`config.mk`:
```
export PLATFORM = sky130hd
export DESIGN_NAME = flag_frame_tx_flat
export DESIGN_NICKNAME = d
export VERILOG_FILES = /design/src/rtl/flag_frame_tx_if.sv /design/src/rtl/flag_frame_tx.sv /design/src/flat_wrapper.sv
export SDC_FILE = /design/constraint.sdc
export NUM_CORES = 1
export LEC_CHECK = 0
export ABC_CLOCK_PERIOD_IN_PS = 1700
export CAP_MARGIN = 30
export CORE_ASPECT_RATIO = 0.7
export CORE_MARGIN = 4
export CORE_UTILIZATION = 46
export CTS_BUF_LIST = sky130_fd_sc_hd__clkbuf_16
export DETAILED_ROUTE_END_ITERATION = 7
export PLACE_DENSITY = 0.73
export SLEW_MARGIN = 5
export SYNTH_ARGS = -nofsm -noshare
export SYNTH_HDL_FRONTEND = slang
export SYNTH_SLANG_ARGS = --single-unit
```
`constraint.sdc`:
```
create_clock -name clk -period 1.7 [get_ports clk]
set_input_delay 0.34 -clock clk [delete_from_list [all_inputs] [get_ports clk]]
set_output_delay 0.34 -clock clk [all_outputs]
set_load 0.01 [all_outputs]
```
`src/rtl/flag_frame_tx_if.sv`:
```
// Byte-stream handshake and serial line bundle for the flag-delimited frame transmitter.
// The master side is the upstream framing logic (and whoever observes the line).
// The slave side is the transmitter itself.
interface flag_frame_tx_if;
  logic [7:0] data_in;
  logic       data_valid;
  logic       data_last;
  logic       data_ready;
  logic       out;
  logic       out_valid;
  logic       busy;
  logic       frame_done;

  modport master (
    output data_in, data_valid, data_last,
    input  data_ready, out, out_valid, busy, frame_done
  );

  modport slave (
    input  data_in, data_valid, data_last,
    output data_ready, out, out_valid, busy, frame_done
  );
endinterface

```
`src/rtl/flag_frame_tx.sv`:
```
// Serial frame transmitter.
// Each frame is wrapped between two 0111_1110 flags, and a 0 is stuffed after
// every run of five payload 1s so the flag pattern never appears inside a frame.
// The block is a Moore machine: every output is decoded from registered state.
// The bit counter normally advances when a bit leaves the DATA state. When that
// bit is stuffed, the counter holds through the stuff cycle instead. This lets a
// STUFF cycle with cnt_r == 7 be recognised as the stuff that follows bit 7.
module flag_frame_tx (
  input  logic               clk,
  input  logic               rst,
  flag_frame_tx_if.slave     bus
);

  localparam logic [7:0] FLAG      = 8'b0111_1110;
  localparam logic [2:0] RUN_LIMIT = 3'd5;

  localparam logic [2:0] S_IDLE       = 3'd0;
  localparam logic [2:0] S_FLAG_OPEN  = 3'd1;
  localparam logic [2:0] S_DATA       = 3'd2;
  localparam logic [2:0] S_STUFF      = 3'd3;
  localparam logic [2:0] S_FLAG_CLOSE = 3'd4;

  logic [2:0] state_r;
  logic [2:0] cnt_r;
  logic [2:0] ones_r;
  logic [7:0] shreg_r;
  logic       last_r;

  logic       out_s;
  logic       out_valid_s;
  logic       stuff_s;
  logic       load_pt_s;
  logic       ready_s;
  logic       take_s;
  logic       done_s;

  // Decode line bit, stuff request, load point and frame end from registered state.
  always_comb begin
    out_s       = 1'b1;
    out_valid_s = 1'b0;
    stuff_s     = 1'b0;
    load_pt_s   = 1'b0;
    done_s      = 1'b0;
    case (state_r)
      S_IDLE: begin
        out_s       = 1'b1;
        out_valid_s = 1'b0;
      end
      S_FLAG_OPEN: begin
        out_s       = FLAG[3'd7 - cnt_r];
        out_valid_s = 1'b1;
        load_pt_s   = (cnt_r == 3'd7);
      end
      S_DATA: begin
        out_s       = shreg_r[7];
        out_valid_s = 1'b1;
        stuff_s     = shreg_r[7] && (ones_r == (RUN_LIMIT - 3'd1));
        load_pt_s   = (cnt_r == 3'd7) && !stuff_s;
      end
      S_STUFF: begin
        out_s       = 1'b0;
        out_valid_s = 1'b1;
        load_pt_s   = (cnt_r == 3'd7);
      end
      S_FLAG_CLOSE: begin
        out_s       = FLAG[3'd7 - cnt_r];
        out_valid_s = 1'b1;
        done_s      = (cnt_r == 3'd7);
      end
      default: begin
        out_s       = 1'b1;
        out_valid_s = 1'b0;
      end
    endcase
    ready_s = load_pt_s && !last_r;
    take_s  = ready_s && bus.data_valid;
  end

  // Advance the FSM: frame start, bit shifting, run counting, stuffing and byte handover.
  always_ff @(posedge clk) begin
    if (rst) begin
      state_r <= S_IDLE;
      cnt_r   <= 3'd0;
      ones_r  <= 3'd0;
      shreg_r <= 8'd0;
      last_r  <= 1'b0;
    end else begin
      case (state_r)
        S_IDLE: begin
          if (bus.data_valid) begin
            state_r <= S_FLAG_OPEN;
            cnt_r   <= 3'd0;
            ones_r  <= 3'd0;
            last_r  <= 1'b0;
          end else begin
            cnt_r   <= 3'd0;
            ones_r  <= 3'd0;
          end
        end
        S_FLAG_OPEN: begin
          ones_r <= 3'd0;
          if (load_pt_s) begin
            cnt_r <= 3'd0;
            if (take_s) begin
              shreg_r <= bus.data_in;
              last_r  <= bus.data_last;
              state_r <= S_DATA;
            end else begin
              state_r <= S_FLAG_CLOSE;
            end
          end else begin
            cnt_r <= cnt_r + 3'd1;
          end
        end
        S_DATA: begin
          shreg_r <= {shreg_r[6:0], 1'b0};
          if (shreg_r[7]) begin
            ones_r <= ones_r + 3'd1;
          end else begin
            ones_r <= 3'd0;
          end
          if (stuff_s) begin
            state_r <= S_STUFF;
          end else if (load_pt_s) begin
            cnt_r <= 3'd0;
            if (take_s) begin
              shreg_r <= bus.data_in;
              last_r  <= bus.data_last;
              state_r <= S_DATA;
            end else begin
              ones_r  <= 3'd0;
              state_r <= S_FLAG_CLOSE;
            end
          end else begin
            cnt_r <= cnt_r + 3'd1;
          end
        end
        S_STUFF: begin
          ones_r <= 3'd0;
          if (load_pt_s) begin
            cnt_r <= 3'd0;
            if (take_s) begin
              shreg_r <= bus.data_in;
              last_r  <= bus.data_last;
              state_r <= S_DATA;
            end else begin
              state_r <= S_FLAG_CLOSE;
            end
          end else begin
            cnt_r   <= cnt_r + 3'd1;
            state_r <= S_DATA;
          end
        end
        S_FLAG_CLOSE: begin
          ones_r <= 3'd0;
          if (cnt_r == 3'd7) begin
            cnt_r   <= 3'd0;
            state_r <= S_IDLE;
          end else begin
            cnt_r <= cnt_r + 3'd1;
          end
        end
        default: begin
          state_r <= S_IDLE;
          cnt_r   <= 3'd0;
          ones_r  <= 3'd0;
          last_r  <= 1'b0;
        end
      endcase
    end
  end

  assign bus.out        = out_s;
  assign bus.out_valid  = out_valid_s;
  assign bus.data_ready = ready_s;
  assign bus.busy       = (state_r != S_IDLE);
  assign bus.frame_done = done_s;

endmodule

```
`src/flat_wrapper.sv`:
```
// flat-port wrapper written by rule: the top's interface ports become plain ports
module flag_frame_tx_flat 
  (clk, rst, bus_data_in, bus_data_valid, bus_data_last, bus_data_ready, bus_out, bus_out_valid, bus_busy, bus_frame_done);
  flag_frame_tx_if bus_i ();
  input  logic clk;
  input  logic rst;
  input wire logic [$bits(bus_i.data_in)-1:0] bus_data_in;
  input wire logic [$bits(bus_i.data_valid)-1:0] bus_data_valid;
  input wire logic [$bits(bus_i.data_last)-1:0] bus_data_last;
  output wire logic [$bits(bus_i.data_ready)-1:0] bus_data_ready;
  output wire logic [$bits(bus_i.out)-1:0] bus_out;
  output wire logic [$bits(bus_i.out_valid)-1:0] bus_out_valid;
  output wire logic [$bits(bus_i.busy)-1:0] bus_busy;
  output wire logic [$bits(bus_i.frame_done)-1:0] bus_frame_done;
  assign bus_i.data_in = bus_data_in;
  assign bus_i.data_valid = bus_data_valid;
  assign bus_i.data_last = bus_data_last;
  assign bus_data_ready = bus_i.data_ready;
  assign bus_out = bus_i.out;
  assign bus_out_valid = bus_i.out_valid;
  assign bus_busy = bus_i.busy;
  assign bus_frame_done = bus_i.frame_done;
  flag_frame_tx u_core (.clk(clk), .rst(rst), .bus(bus_i));
endmodule
```
==> out/summary.txt, run 1 <==
Outcome - finished, violations left
Failing checks - negative setup slack
Via count - 1,071
CTS Root Cell - clkbuf_16
DR WL/cell - 16.4 µm
Detailed Routing Iterations Pass 1 - 7
Synth area leaders - dfxtp_1 (35%), a211oi_2 (8.4%), ha_1 (7.2%)
Routed WL - 3.17 mm
Area share of the largest cell type after synthesis - 34.5%
Synth cell count leaders - dfxtp_1 (18), nor2_1 (15), a21oi_1 (8)
CTS tree - done
Req. time, crit path - 1.36 ns
CTS Buf Count - 3
Final min period - 2.03 ns
Slowest CP cell - or3b_4
# clock sinks - 18
CP Cell Sequence - inv_2 > ha_4 > and4b_4 > or3b_4 > nor3_4 > buf_2
Power Density - 621 mW/mm²
Synth Flop Type - dfxtp_1
Hold crit path type - reg -> reg
NumNets Final - 180
Post-route setup slack - -0.328 ns
Arr. time, crit path - 1.69 ns
Post-synth top area cell - dfxtp_1
Clk_lat worst skew - 0.25 ns
Post-Syn Area per Cell - 9.07 µm²
Max Cap Violations - 0
First-pass GRT wire length - 4.69 mm
Worst setup SP type - flip-flop
GRT Resource Usage Total - 20.7%
Critical path class - reg -> out
Most frequent cell after synthesis - dfxtp_1
CP max FO - 2
ANT nets after route - 0
Clock Skews - 0.00178 ns
Sequential area share after synthesis - 34.5%
Yosys cell types - 38
Number of synthesized flops with an enable pin - 0
Largest net degree at the start of global routing - 17
F_max - 0.493 GHz
Initial Utilization - 48.4%
Number of global-route vias before repair - 1,050
Period utilization - 119%
Cells after synthesis - 115
Initial antenna violation count - 0
Slew HR - 65.3%
DRT iter0 DRCs - 61
Placer Congestion - 0.840
Max VDD drop - 0.510 mV
Synthesis-stage register bit count - 18
Port buffer count - 16
Vias per cell - 5.55
Dpl ws - -0.499 ns
Setup TNS - -1.54 ns
Core Box Area - 0.00215 mm²
Synth-to-layout area growth - 66.9%
Layout cells sized above 1 - 48.4%
Overall die width - 64.9 µm
H-tree depth - 1
Hold buffer count at cts - 0
Global route overflow - 0
Die Y - 47.9 µm
Slew at the pin closest to its max-slew limit - 0.507 ns
Fraction of registers with async set/reset - 0%
Slew Limit Fails - 0
Setup-failing EPs final - 13
CP Capture Type - output port
Ant. Diodes - 0
RSZ-0062 raised after global routing - true
CTS max path bufs - 2
Residual DRC - 0
Reg2Reg Setup Slack - -0.15 ns
HPWL after detailed placement - 1.85 mm
Rows - 14
YS warnings - 0
Total Power - 1080 µW
Net Count, Synth - 133
Final cell utilization of the core - 80.8%
Max incr delay on CP - 0.39 ns
Clock slew at reported path FFs - 0.05 ns
I/O pins - 17
Fin. Hold Viols - 0
Pleak - 0.000683 µW
Mapped cell area - 0.00104 mm²
Die ar. - 0.00311 mm²
-- layout by cell type, fill, tap and decap left out, types with 4 or more instances in the layout --
| cell type | synthesis | routed |
|---|---|---|
| buf_4 | 2 | 28 |
| buf_6 | 0 | 4 |
| a211oi_2 | 7 | 7 |
| ha_4 | 0 | 4 |
| nor2_1 | 15 | 14 |
| a21oi_1 | 8 | 5 |
| dfxtp_1 | 18 | 13 |
| clkdlybuf4s50_1 | 0 | 11 |
| nand3_1 | 5 | 4 |
| mux2i_4 | 0 | 4 |
-- layout make-up --
type	instances	area (µm²)
fillers	133	413
flip-flops and latches	18	372
repair buffers	49	419
well taps	32	40.0
inverters	8	32.5
multi-input cells	82	800
clock buffers	3	75.1
clock inverters	1	3.75
-- metrics by stage --
stage          hold WS, ns  cell area (µm²)  cells
4_1_cts              0.508             1660    195
5_1_grt              0.531             1740    193
6_report             0.508             1740    193
2_1_floorplan        0.406             1100    115
3_5_place_dp         0.485             1440    178
3_3_place_gp         0.456             1440    178
-- critical path, delay by kind of cell (launching register included) --
family / cells / cell delay [ns]
simple gates: 3 / 0.76
flops: 1 / 0.33
buf+inv: 2 / 0.20
fa+ha+maj: 1 / 0.15
-- power by group --
group          switching (µW)  total [µW]  internal (µW)
sequential               4.83         429            424
clock                     164         477            313
combinational            77.7         177           99.2
total                     246        1080            836
-- path summary, 6_finish.rpt --
kind,start,end,depth (start not counted)
setup / recovery,u_core.ones_r[1],bus_data_ready,6
hold reg to reg,u_core.cnt_r[1],u_core.cnt_r[1],2
hold / removal,u_core.cnt_r[1],u_core.cnt_r[1],2
setup reg to reg,u_core.ones_r[1],u_core.ones_r[0],8
-- logic make-up (layout without fill, tap and decap cells) --
family / Yosys count / in the layout / synth area share (%)
AO/OA/AOI/OAI: 25 / 25 / 20.6
XOR/XNOR: 1 / 1 / 0.839
adder cells (fa/ha/maj): 6 / 6 / 7.19
buffers and inverters: 15 / 61 / 6.35
flip-flops: 18 / 18 / 34.5
multiplexers: 9 / 9 / 8.87
AND/OR/NAND/NOR: 41 / 41 / 21.6
-- state kept, by name (all words and copies together) (netlist names) --
register        count
u_core.cnt_r        3
u_core.last_r       1
u_core.ones_r       3
u_core.shreg_r      8
u_core.state_r      3
-- layer usage --
layer / up-vias / part of all wire, % / GRT usage (%) / routed length, µm
met3: 12 / 5.3 / 5.87 / 168
li1: 504 / - / - / -
met1: 517 / 37 / 20.3 / 1180
met2: 38 / 56 / 43.1 / 1760
met4: 0 / 1.7 / 7.56 / 55
met5: - / 0 / 0 / 0
-- repair_timing --
item                                    4_1_cts  5_1_grt
gates cloned                                  0        1
pin swaps                                    13        7
setup buffers                                13        0
gates resized for setup                      29       22
endpoints found under the setup margin       16       18
(Power assumes the default switching activity.)
==> run 2: changes to the inputs <==
--- a/config.mk
+++ b/config.mk
@@ -5,7 +5,6 @@
 export SDC_FILE = /design/constraint.sdc
 export NUM_CORES = 1
 export LEC_CHECK = 0
-export ABC_CLOCK_PERIOD_IN_PS = 1700
 export CAP_MARGIN = 30
 export CORE_ASPECT_RATIO = 0.7
 export CORE_MARGIN = 4
==> results of run 2 <==
The final DEF is identical to that of run 1; final timing and power are the same.
==> run 3: changes to the inputs <==
--- a/config.mk
+++ b/config.mk
@@ -7,7 +7,6 @@
 export LEC_CHECK = 0
 export CAP_MARGIN = 30
 export CORE_ASPECT_RATIO = 0.7
-export CORE_MARGIN = 4
 export CORE_UTILIZATION = 46
 export CTS_BUF_LIST = sky130_fd_sc_hd__clkbuf_16
 export DETAILED_ROUTE_END_ITERATION = 7
==> run 3 against run 2 <==
  * Clock power about the same
  * Sequential power about the same
  * Die area decreased by 21%
  * First-iteration DRC count decreased by 46%
  * Wire length decreased by 16%
  * Power decreased by 2.0%
  * Register-to-register slack about the same
  * Clock-buffer cell count unchanged
  * The run still ends with negative setup slack left
  * Worst hold slack got worse by 0.0060 ns
  * Global-route usage increased by 1.8 points
  * Sequential share of layout area increased by 0.53 points
  * Clock skew about the same
==> out/summary.txt, run 3 (synthesis results as in run 1) <==
Period utilization - 119%
Vias per cell - 5.29
Die ar. - 0.00247 mm²
Biggest register - u_core.shreg_r
Inst Count DP - 175
Outcome - finished, violations left
Global routing's busiest layer - met2
Via count - 999
Crit-path leading delay family - simple AND/OR/NAND/NOR gates
Pleak - 0.000668 µW
Total Power - 1060 µW
Worst setup path endpoint - bus_data_ready
NumNets Final - 176
Slew Limit Fails - 0
Reg2Reg Launch Point - u_core.ones_r[1]
I/O pins - 17
Largest net degree at the start of global routing - 17
Largest register FFs - 8
Initial Utilization - 48.8%
Clock slew at reported path FFs - 0.05 ns
CTS max path bufs - 2
Finished Layout Cells - 189
Slew HR - 76.2%
# clock sinks - 18
HPWL after detailed placement - 1.75 mm
WP buf/inv - 2
Critical path depth - 6
Core Box Area - 0.00214 mm²
Met3 GRT Util - 6.23%
Routed WL - 2.66 mm
Worst setup SP type - flip-flop
Ant. Diodes - 0
GRT Resource Usage Total - 22.5%
Slew at the pin closest to its max-slew limit - 0.354 ns
F_max - 0.494 GHz
Fin area - 0.00169 mm²
Worst setup path start - u_core.ones_r[1]
Slowest CP cell - or3b_4
Max Cap Violations - 0
DR WL/cell - 14.1 µm
ANT nets after route - 0
CTS tree - done
Initial antenna violation count - 0
Terminus of the critical flop-to-flop path - u_core.ones_r[2]
Overall die width - 58.9 µm
CP Capture Type - output port
Met2 Use GR - 36.6%
Port buffer count - 16
Commonest cells after routing, fill and taps aside - buf_4 (22), nor2_1 (15), dfxtp_1 (14)
Met1 GRT Util - 28.9%
CTS Root Cell - clkbuf_16
Synth-to-layout area growth - 62.3%
Fin. Hold Viols - 0
DRT iter0 DRCs - 33
Detailed Routing Iterations Pass 1 - 4
Placer Congestion - 0.780
Residual DRC - 0
Number of global-route vias before repair - 930
Hold buffer count at cts - 0
Reg2Reg Depth - 8
Clk_lat worst skew - 0.25 ns
Max incr delay on CP - 0.39 ns
Most common cell after layout, fill and taps aside - buf_4
CTS Buf Count - 3
Max VDD drop - 0.529 mV
Hold crit path type - reg -> reg
Arr. time, crit path - 1.68 ns
Critical path class - reg -> out
Layout cells sized above 1 - 43.9%
Reg2Reg Setup Slack - -0.15 ns
Global route overflow - 0
H-tree depth - 1
Failing checks - negative setup slack
Power Density - 626 mW/mm²
Req. time, crit path - 1.36 ns
First-pass GRT wire length - 4.11 mm
Final min period - 2.02 ns
RSZ-0062 raised after global routing - true
Post-route setup slack - -0.325 ns
Setup-failing EPs final - 13
Rows - 14
CP max FO - 2
Placed inst area - 0.00142 mm²
Clock Skews - 0.00151 ns
CP Cell Sequence - inv_2 > ha_4 > and4b_4 > or3b_4 > nor3_4 > buf_2
Die Y - 41.9 µm
==> run 3: timing repair <==
action,4_1_cts,5_1_grt
setup endpoints to repair,15,17
pin swaps,14,9
resized for setup,30,16
buffers inserted,7,4
==> run 3: metrics by stage <==
stage          hold slack [ns]  setup slack [ns]  util [%]  setup TNS (ns)
2_1_floorplan            0.406           0.00330         -               0
3_3_place_gp             0.459            -0.476      66.4           -2.13
3_5_place_dp             0.476            -0.491      66.4           -2.33
4_1_cts                  0.502            -0.304      74.1           -1.45
5_1_grt                  0.522            -0.382      79.3           -1.94
6_report                 0.502            -0.325      79.3           -1.09
==> run 3: per-layer routing <==
metal  wire length (µm)  part of all wire (%)  vias to the layer above
met5                  0                     0                        -
met4                 24                  0.90                        0
met3                154                   5.8                        4
met2               1310                    49                       27
met1               1170                    44                      470
li1                   -                     -                      498
==> run 3: worst min-delay path by stage <==
stage	start	depth (start not counted)	slack, ns	endpoint
finish	u_core.shreg_r[0]	2	0.50	u_core.shreg_r[0]
global route	u_core.shreg_r[0]	2	0.52	u_core.shreg_r[0]
CTS	u_core.shreg_r[0]	2	0.50	u_core.shreg_r[0]
global placement	u_core.shreg_r[0]	2	0.46	u_core.shreg_r[0]
floorplan	u_core.ones_r[0]	1	0.41	u_core.ones_r[0]
detailed placement	u_core.shreg_r[0]	2	0.48	u_core.shreg_r[0]
==> run 3: worst register-to-register path, delay by kind of cell, from the launching register on <==
family                   cells  cell delay, ns
AO/OA/AOI/OAI                1            0.30
adder cells (fa/ha/maj)      1            0.15
flip-flops                   1            0.33
buffers and inverters        3            0.30
AND/OR/NAND/NOR              3            0.65
==> run 3: final cells by class <==
class / count / area [µm²]
Clock buffer: 3 / 75.1
Clock inverter: 1 / 3.75
Fill cell: 145 / 443
Inverter: 8 / 32.5
Multi-Input combinational cell: 82 / 772
Sequential cell: 18 / 370
Tap cell: 32 / 40.0
Timing Repair Buffer: 45 / 400
==> run 3: report_power, final <==
group          total, µW  leakage [µW]  internal, µW  switching (µW)
logic                156      0.000482          88.4            67.3
registers            428      0.000148           424            4.39
clock network        476     0.0000385           313             163
